--- src/rtl/uart_pkg.sv ---
// uart_pkg: definitions shared by the UART receiver and transmitter.
//   rx_state_t        - receiver FSM state encoding
//   START_LVL/STOP_LVL/IDLE_LVL - serial line levels of the frame fields
//   DEFAULT_DATA_BITS - default word width
package uart_pkg;

  typedef enum logic [2:0] {
    IDLE,
    START,
    DATA,
    PARITY,
    STOP,
    BREAK
  } rx_state_t;

  localparam logic START_LVL = 1'b0;
  localparam logic STOP_LVL  = 1'b1;
  localparam logic IDLE_LVL  = 1'b1;

  localparam int unsigned DEFAULT_DATA_BITS = 7;

endpackage

--- src/rtl/uart_rx_sync.sv ---
// uart_rx_sync: two-flop synchronizer for an asynchronous single-bit input.
//   clk_i  - destination clock
//   rst_i  - synchronous active-high reset; both flops load RESET_VAL
//   d_i    - asynchronous input
//   q_o    - synchronized output (two cycles of latency)
module uart_rx_sync #(
  parameter logic RESET_VAL = 1'b1
) (
  input  logic clk_i,
  input  logic rst_i,
  input  logic d_i,
  output logic q_o
);

  logic meta_q;
  logic sync_q;

  always_ff @(posedge clk_i) begin
    if (rst_i) begin
      meta_q <= RESET_VAL;
      sync_q <= RESET_VAL;
    end else begin
      meta_q <= d_i;
      sync_q <= meta_q;
    end
  end

  assign q_o = sync_q;

endmodule

--- src/rtl/uart_rx.sv ---
// uart_rx: UART serial receiver. Frame = start(0), DATA_BITS data LSB first,
// one parity bit, one stop(1). Samples at bit centres using a half-bit
// offset taken during the start bit.
//   i_clk        - system clock, rising edge
//   i_rst        - synchronous active-high reset
//   i_rxd        - asynchronous serial input, idle high
//   o_data       - last received word, held until the next frame completes
//   o_valid      - one-cycle pulse when o_data updates
//   o_frame_err  - one-cycle pulse with o_valid when the stop bit was low
//   o_parity_err - one-cycle pulse with o_valid on even-parity mismatch
//   o_busy       - high whenever the FSM is not in IDLE
// Build option: define UART_RX_PARITY_CHECK_EN to enable parity checking;
// otherwise the parity bit is skipped and o_parity_err is tied low.
module uart_rx
  import uart_pkg::*;
#(
  parameter int unsigned CLKS_PER_BIT = 16,
  parameter int unsigned DATA_BITS    = DEFAULT_DATA_BITS
) (
  input  logic                 i_clk,
  input  logic                 i_rst,
  input  logic                 i_rxd,
  output logic [DATA_BITS-1:0] o_data,
  output logic                 o_valid,
  output logic                 o_frame_err,
  output logic                 o_parity_err,
  output logic                 o_busy
);

  localparam int unsigned CNT_W = $clog2(CLKS_PER_BIT);
  localparam int unsigned IDX_W = $clog2(DATA_BITS);

  localparam logic [CNT_W-1:0] CNT_LAST = CNT_W'(CLKS_PER_BIT - 1);
  localparam logic [CNT_W-1:0] CNT_HALF = CNT_W'(CLKS_PER_BIT / 2 - 1);
  localparam logic [IDX_W-1:0] IDX_LAST = IDX_W'(DATA_BITS - 1);

  logic                 rxd_s;
  rx_state_t            state_q;
  logic [CNT_W-1:0]     clk_cnt_q;
  logic [IDX_W-1:0]     bit_idx_q;
  logic [DATA_BITS-1:0] shift_q;
  logic [DATA_BITS-1:0] data_q;
  logic                 valid_q;
  logic                 ferr_q;
  logic                 cnt_last;
`ifdef UART_RX_PARITY_CHECK_EN
  logic                 par_q;
  logic                 perr_q;
`endif

  uart_rx_sync #(
    .RESET_VAL(IDLE_LVL)
  ) u_sync (
    .clk_i(i_clk),
    .rst_i(i_rst),
    .d_i  (i_rxd),
    .q_o  (rxd_s)
  );

  assign cnt_last = (clk_cnt_q == CNT_LAST);

  always_ff @(posedge i_clk) begin
    if (i_rst) begin
      state_q   <= IDLE;
      clk_cnt_q <= '0;
      bit_idx_q <= '0;
      shift_q   <= '0;
      data_q    <= '0;
      valid_q   <= 1'b0;
      ferr_q    <= 1'b0;
`ifdef UART_RX_PARITY_CHECK_EN
      par_q     <= 1'b0;
      perr_q    <= 1'b0;
`endif
    end else begin
      valid_q <= 1'b0;
      ferr_q  <= 1'b0;
`ifdef UART_RX_PARITY_CHECK_EN
      perr_q  <= 1'b0;
`endif
      case (state_q)
        IDLE: begin
          clk_cnt_q <= '0;
          if (rxd_s == START_LVL) state_q <= START;
        end
        START: begin
          if (clk_cnt_q == CNT_HALF) begin
            clk_cnt_q <= '0;
            // Start bit still low at its centre: real frame, else a glitch.
            if (rxd_s == START_LVL) begin
              bit_idx_q <= '0;
              state_q   <= DATA;
            end else begin
              state_q <= IDLE;
            end
          end else begin
            clk_cnt_q <= clk_cnt_q + CNT_W'(1);
          end
        end
        DATA: begin
          if (cnt_last) begin
            clk_cnt_q <= '0;
            shift_q   <= {rxd_s, shift_q[DATA_BITS-1:1]};
            if (bit_idx_q == IDX_LAST) state_q <= PARITY;
            else bit_idx_q <= bit_idx_q + IDX_W'(1);
          end else begin
            clk_cnt_q <= clk_cnt_q + CNT_W'(1);
          end
        end
        PARITY: begin
          if (cnt_last) begin
            clk_cnt_q <= '0;
`ifdef UART_RX_PARITY_CHECK_EN
            par_q     <= rxd_s;
`endif
            state_q   <= STOP;
          end else begin
            clk_cnt_q <= clk_cnt_q + CNT_W'(1);
          end
        end
        STOP: begin
          if (cnt_last) begin
            clk_cnt_q <= '0;
            // Word is delivered even on a bad stop bit; flags tell the consumer.
            data_q    <= shift_q;
            valid_q   <= 1'b1;
            ferr_q    <= (rxd_s != STOP_LVL);
`ifdef UART_RX_PARITY_CHECK_EN
            perr_q    <= (par_q != ^shift_q);
`endif
            state_q   <= (rxd_s == STOP_LVL) ? IDLE : BREAK;
          end else begin
            clk_cnt_q <= clk_cnt_q + CNT_W'(1);
          end
        end
        BREAK: begin
          // Hold off until the line returns high so a stuck-low line
          // cannot be mistaken for a stream of start bits.
          clk_cnt_q <= '0;
          if (rxd_s == IDLE_LVL) state_q <= IDLE;
        end
        default: begin
          clk_cnt_q <= '0;
          state_q   <= IDLE;
        end
      endcase
    end
  end

  assign o_data      = data_q;
  assign o_valid     = valid_q;
  assign o_frame_err = ferr_q;
  assign o_busy      = (state_q != IDLE);
`ifdef UART_RX_PARITY_CHECK_EN
  assign o_parity_err = perr_q;
`else
  assign o_parity_err = 1'b0;
`endif

endmodule
--- config.mk ---
export PLATFORM = sky130hd
export DESIGN_NAME = uart_rx
export DESIGN_NICKNAME = d
export VERILOG_FILES = /design/src/rtl/uart_pkg.sv /design/src/rtl/uart_rx_sync.sv /design/src/rtl/uart_rx.sv
export SDC_FILE = /design/constraint.sdc
export NUM_CORES = 1
export LEC_CHECK = 0
export CORE_MARGIN = 3
export CORE_UTILIZATION = 61
export CTS_BUF_LIST = sky130_fd_sc_hd__clkbuf_2 sky130_fd_sc_hd__clkbuf_4 sky130_fd_sc_hd__clkbuf_8
export DETAILED_ROUTE_END_ITERATION = 12
export HOLD_SLACK_MARGIN = 0.15
export PLACE_DENSITY = 0.86
export SYNTH_ARGS = -nofsm -noshare
export SYNTH_HDL_FRONTEND = slang
export SYNTH_SLANG_ARGS = --single-unit
--- constraint.sdc ---
create_clock -name i_clk -period 4.88 [get_ports i_clk]
set_clock_uncertainty 0.1 [all_clocks]
set_input_delay 0.488 -clock i_clk [delete_from_list [all_inputs] [get_ports i_clk]]
set_output_delay 0.488 -clock i_clk [all_outputs]
set_load 0.005 [all_outputs]
==> results of run 1 <==
## registers in the layout (all words and copies together), names as in the netlist
signal and cells:
bit_idx_q 3, clk_cnt_q 4, o_data 7, o_frame_err 1
o_valid 1, shift_q 7, state_q 3, u_sync.meta_q 1
u_sync.q_o 1
## metal layers
metal	global-route usage, %	vias up	wire length, µm
li1	-	487	-
met1	22.3	451	1000
met2	33.0	18	1130
met3	4.45	4	60
met4	8.97	0	34
met5	0	-	0
## final cells by class
cell class | count | area (µm²) | share of cell area (%)
clock buffers | 3 | 22.5 | 1.66
repair buffers | 12 | 120 | 8.86
multi-input cells | 98 | 609 | 45.0
flip-flops and latches | 28 | 561 | 41.4
inverters | 3 | 11.3 | 0.831
well taps | 25 | 31.3 | 2.31
## power groups by stage
stage / registers, W / logic, W / clock network (W)
6_report: 0.000247 / 0.0000428 / 0.0000880
4_1_cts: 0.000247 / 0.0000431 / 0.0000915
3_5_place_dp: 0.000252 / 0.0000432 / 0
2_1_floorplan: 0.000243 / 0.0000394 / 0
5_1_grt: 0.000249 / 0.0000487 / 0.0000993
3_3_place_gp: 0.000251 / 0.0000415 / 0
## cell usage in the layout (no fill, tap or decap), types with 2 or more instances in the layout
| master | instances |
|---|---|
| inv_1 | 3 |
| nor3b_1 | 3 |
| a21oi_1 | 8 |
| mux2i_1 | 9 |
| clkdlybuf4s50_1 | 12 |
| nor2_1 | 12 |
| or2_2 | 2 |
| clkbuf_4 | 3 |
| nand3b_1 | 2 |
| dfxtp_1 | 28 |
| o21ai_0 | 4 |
| or3_1 | 2 |
| nand3_1 | 11 |
| nand2_1 | 15 |
| nor3_1 | 6 |
| ha_1 | 3 |
| nor2b_1 | 2 |
## worst max-delay path by stage
stage,from,depth (start not counted),to
after floorplan,u_sync.q_o$_SDFF_PP1_,4,bit_idx_q[0]$_SDFFE_PP0P_
after global placement,i_rst,3,bit_idx_q[1]$_SDFFE_PP0P_
after detailed placement,i_rst,3,bit_idx_q[2]$_SDFFE_PP0P_
after CTS,state_q[0]$_SDFFE_PP0P_,2,o_busy
after global routing,state_q[0]$_SDFFE_PP0P_,2,o_busy
final,state_q[0]$_SDFFE_PP0P_,2,o_busy
## synthesized netlist by cell type (all sizes together)
master,instances
o21ai,5
or3b,2
nand2,15
dfxtp,28
a32o,1
xnor2,1
xor2,1
or3,2
and3,1
ha,3
mux2i,9
nand4,1
or2,2
mux2,1
a21oi,9
inv,3
nor2b,2
nor2,13
nand3b,2
buf,5
nand2b,1
conb,1
or4,1
nor3b,4
clkbuf,3
nor3,6
a21o,1
nand3,11
a2111oi,1
and2,1
a221o,1
## per-stage QoR
stage | hold WS (ns) | power [W] | utilization [%]
2_1_floorplan | 0.289 | 0.000283 | -
3_3_place_gp | 0.294 | 0.000292 | 74.0
3_5_place_dp | 0.298 | 0.000295 | 74.0
4_1_cts | 0.332 | 0.000381 | 75.2
5_1_grt | 0.346 | 0.000397 | 75.2
6_report | 0.328 | 0.000378 | 75.2
## kinds of logic (layout without fill, tap and decap cells)
logic type	after synthesis	in the layout	share of synthesized area, %
simple gates	64	64	27.7
flops	28	28	45.9
compound gates	18	18	9.01
buf+inv	11	18	4.30
mux	10	10	8.29
fa+ha+maj	3	3	3.07
xor+xnor	2	2	1.43
other cells	1	1	0.307
==> out/metrics.yaml, run 1 <==
cts-root-buf: "clkbuf_4"
die_w_um: 50.8
slowest_delay_ns: 0.46
power.share.clock_pct: 23.3
grt_max_degree: 31
htree_num_levels: 1
ios: 14
pwr_density_cell_nw_per_um2: 279
fill_cells: 133
num-nets-final: 152
place_area_um2: 1330
cts_setup_buffers: 0
die-area_um2: 2580
slew_violations: 0
slowest_stage: "dfxtp_1"
gp_congestion: 0.754
core_um2: 1800
pre_cts_ws_ns: 2.64
p_sw_w: 0.0000912
dieHeight_um: 50.8
cp.required_ns: 4.29
cts_sinks: 28
route.antenna.remaining_nets: 0
critical_path.top_delay_family: "flip-flops"
vias: 960
vdd_drop_max_uv: 297
status: "complete, no violations"
fmax_mhz: 451
hold_path_class: "reg2reg"
hold_viol: 0
synth_cell_type_count: 37
r2r_cells: 4
route.detailed.wl_per_inst_um: 13.2
r2r_setup_slack_ns: 2.93
drc_errors: 0
rr_startpoint: "state_q[0]$_SDFFE_PP0P_"
antenna_cells: 0
path_class: "reg2out"
dp_hpwl_um: 1550
dr.pass1.iters: 4
path_cells: "or3_1, clkdlybuf4s50_1"
layout-drive-gt1-share_pct: 7.64
ys.warnings.count: 0
r2r_end: "bit_idx_q[0]$_SDFFE_PP0P_"
ys_seq_elements: 28
whs_path_depth: 1
synth_top_area_share_pct: 45.9
fin_crit_sh_pct: 45.4
clk_pin_slew_ns: 0.13
max_cap_violations: 0
dr.first_iter.drc_count: 15
port-buffer-count: 12
synth.area.top_cells: "dfxtp_1 (46%), mux2i_1 (7.4%), nand2_1 (4.6%)"
cp.arrival_ns: 1.63
crit_path_max_fanout: 14
clockBufferDepth: 2
combPwrFrac_pct: 11.3
synth_area_um2: 1220
fin_crit_ns: 2.22
setup_viol: 0
seq_area_frac_synth_pct: 45.9
grt_overflow: 0
initial_core_util_pct: 67.8
cts_hold_buf: 0
cts_tree: "done"
maxSlewHeadroom_pct: 36.4
final.setup.tns_ns: 0
wl_um: 2230
tightestPinTransition_ns: 0.951
ctsResizeCount: 0
areaGrowthSynthToFinish_pct: 10.8
dp_cells: 166
cp-start-kind: "register"
fp-row-count: 15
rsz0062_at_grt: "no"
worst_slack_ns: 2.66
endpoint_kind: "primary output"
synthCells: 137
seq_power_share_pct: 65.4
grt_pass1_wl_um: 3780
antenna_found_initial: 0
yosysTopAreaCell: "dfxtp_1"
hold_end: "u_sync.q_o$_SDFF_PP1_"
grt_pass1_vias: 884
vias_per_cell: 5.68
final_area_um2: 1360
cts_buffers: 3
min_from: "u_sync.meta_q$_SDFF_PP1_"
globalRouteTotalUtil_pct: 19.2
p_leak_nw: 0.457
synth.avg_cell_area_um2: 8.92
instances_no_fill: 169
p_int_w: 0.000287
synth_nets: 143
worst-path-buf-inv: 1
swShare_pct: 24.1
clk-insertion-delay-late_ns: 0.31
(Power assumes the default switching activity.)
==> run 2, diff against run 1 <==
Settings changed: CORE_UTILIZATION 61 to 51, PLACE_DENSITY 0.86 to 0.76.
Clock period 4.88 ns to 1.86 ns, I/O delays scaled along.
==> run 2 against run 1 <==
Against the previous run: non-clock buffer count is 11 higher; hold slack worse by 0.013 ns; core utilization is 8.8 points lower; total power grew to 3.1 times the previous value; combinational power grew to 3.3 times the previous value; largest cell class unchanged; largest power group unchanged.
==> out/metrics.yaml, run 2 (synthesis results as in run 1) <==
status: "complete, no violations"
rr_startpoint: "state_q[1]$_SDFFE_PP0P_"
hold_viol: 0  # unchanged
num-nets-final: 163  # +7.2%
final_area_um2: 1480  # +9.5%
register_area_um2: 569  # +1.6%
hold_path_class: "in2reg"
cp.required_ns: 1.99  # -2.30 ns
layout-drive-gt1-share_pct: 17.3  # +9.7 points
dr.pass1.iters: 4  # unchanged
path_cells: "buf_4, or4_4, a221o_1, a32o_1"
slew_violations: 0  # unchanged
grt_pass1_wl_um: 3820  # +0.90%
fp-row-count: 17  # +2
endpoint_kind: "register"
ios: 14  # unchanged
areaGrowthSynthToFinish_pct: 21.4
fin_crit_ns: 1.82
power_w: 0.00118  # +210%
clockBufferDepth: 2  # unchanged
min_from: "i_rxd"
place_area_um2: 1400  # +5.4%
cts_buffers: 3  # unchanged
vdd_drop_max_uv: 636  # +110%
initial_core_util_pct: 54.7  # -13 points
pwr_density_cell_nw_per_um2: 797  # +190%
gp_congestion: 0.863  # +14%
cp.arrival_ns: 1.95  # +0.32 ns
slowest_stage: "or4_4"
cts_sinks: 28  # unchanged
path_class: "reg2reg"
crit_path_max_fanout: 10  # -4
antenna_found_initial: 0  # unchanged
vias_per_cell: 5.60  # -1.4%
dieHeight_um: 55.0  # +8.3%
fin_crit_sh_pct: 97.7
antenna_cells: 0  # unchanged
p_leak_nw: 0.539  # +18%
cts-root-buf: "clkbuf_4"
grt_max_degree: 17  # -45%
hold_end: "u_sync.meta_q$_SDFF_PP1_"
route.detailed.wl_per_inst_um: 13.6  # +3.0%
wl_um: 2500  # +12%
htree_num_levels: 1  # unchanged
grt_pass1_vias: 866  # -2.0%
cp-start-kind: "register"
layout_commonest_cell: "dfxtp_1"
grt_overflow: 0  # unchanged
final_cell_mix: "dfxtp_1 (25), nand2_1 (15), nor2_1 (12)"
clk_pin_slew_ns: 0.14  # about the same
dr.first_iter.drc_count: 22  # +7
slowest_delay_ns: 0.55  # +0.09 ns
r2r_cells: 4  # unchanged
drc_errors: 0  # unchanged
die_w_um: 55.0  # +8.3%
globalRouteTotalUtil_pct: 17.5  # -1.7 points
final.setup.tns_ns: 0  # unchanged
core_um2: 2230  # +24%
cts_tree: "done"
clk-insertion-delay-late_ns: 0.33  # +0.02 ns
rsz0062_at_grt: "no"
setup_viol: 0  # unchanged
port-buffer-count: 12  # unchanged
multi_input_area_um2: 614  # +0.82%
r2r_end: "bit_idx_q[2]$_SDFFE_PP0P_"
die-area_um2: 3020  # +17%
dp_hpwl_um: 1710  # +10%
r2r_setup_slack_ns: 0.04  # -2.89 ns
fill_cells: 160  # +20%
route.antenna.remaining_nets: 0  # unchanged
fmax_mhz: 551
vias: 1031  # +7.4%
whs_path_depth: 2  # +1
max_cap_violations: 0  # unchanged
[run 2: worst max path at each step]
stage	depth (start not counted)	slack, ns	endpoint	from
6_report	4	0.04	bit_idx_q[2]$_SDFFE_PP0P_	state_q[1]$_SDFFE_PP0P_
5_1_grt	4	0.02	bit_idx_q[2]$_SDFFE_PP0P_	state_q[1]$_SDFFE_PP0P_
4_1_cts	4	0.05	bit_idx_q[2]$_SDFFE_PP0P_	state_q[1]$_SDFFE_PP0P_
3_5_place_dp	4	0.05	bit_idx_q[2]$_SDFFE_PP0P_	state_q[1]$_SDFFE_PP0P_
3_3_place_gp	4	0.14	bit_idx_q[0]$_SDFFE_PP0P_	state_q[1]$_SDFFE_PP0P_
2_1_floorplan	4	0.21	bit_idx_q[0]$_SDFFE_PP0P_	u_sync.q_o$_SDFF_PP1_
[run 2: report_power, final]
group / switching, W / internal [W]
Clock: 0.000179 / 0.000218
Combinational: 0.0000699 / 0.0000706
Sequential: 0.0000270 / 0.000619
[run 2: critical path: cells and delay by family (launching register included)]
kind	cells	cell delay, ns
flip-flops	1	0.37
AO/OA/AOI/OAI	2	0.55
AND/OR/NAND/NOR	1	0.55
buffers and inverters	1	0.16
[run 2: area by class of cell]
type | instances | area share, %
tap | 28 | 2.36
sequential | 28 | 38.4
inverter | 3 | 0.759
clock inverter | 1 | 2.02
clock buffer | 3 | 1.52
timing repair buffer | 23 | 13.6
multi-input combinational | 98 | 41.4
[run 2: metrics by stage]
step	setup WS, ns	utilization (%)	std cells	hold WS (ns)
2_1_floorplan	0.211	-	137	0.190
3_3_place_gp	0.141	62.9	178	0.292
3_5_place_dp	0.0475	62.9	178	0.294
4_1_cts	0.0501	66.2	184	0.310
5_1_grt	0.0158	66.4	184	0.322
6_report	0.0435	66.4	184	0.315
[run 2: timing repair]
action,in CTS,in global routing
hold buffers,0,0
setup buffers,2,0
resized for setup,6,1
endpoints found under the setup margin,1,2
pin swaps,0,0
[run 2: metal layers]
layer | global-route usage, % | share of wire, %
met5 | 0 | 0
met3 | 3.22 | 3.5
met4 | 4.86 | 0.56
met1 | 24.5 | 48
met2 | 27.4 | 48
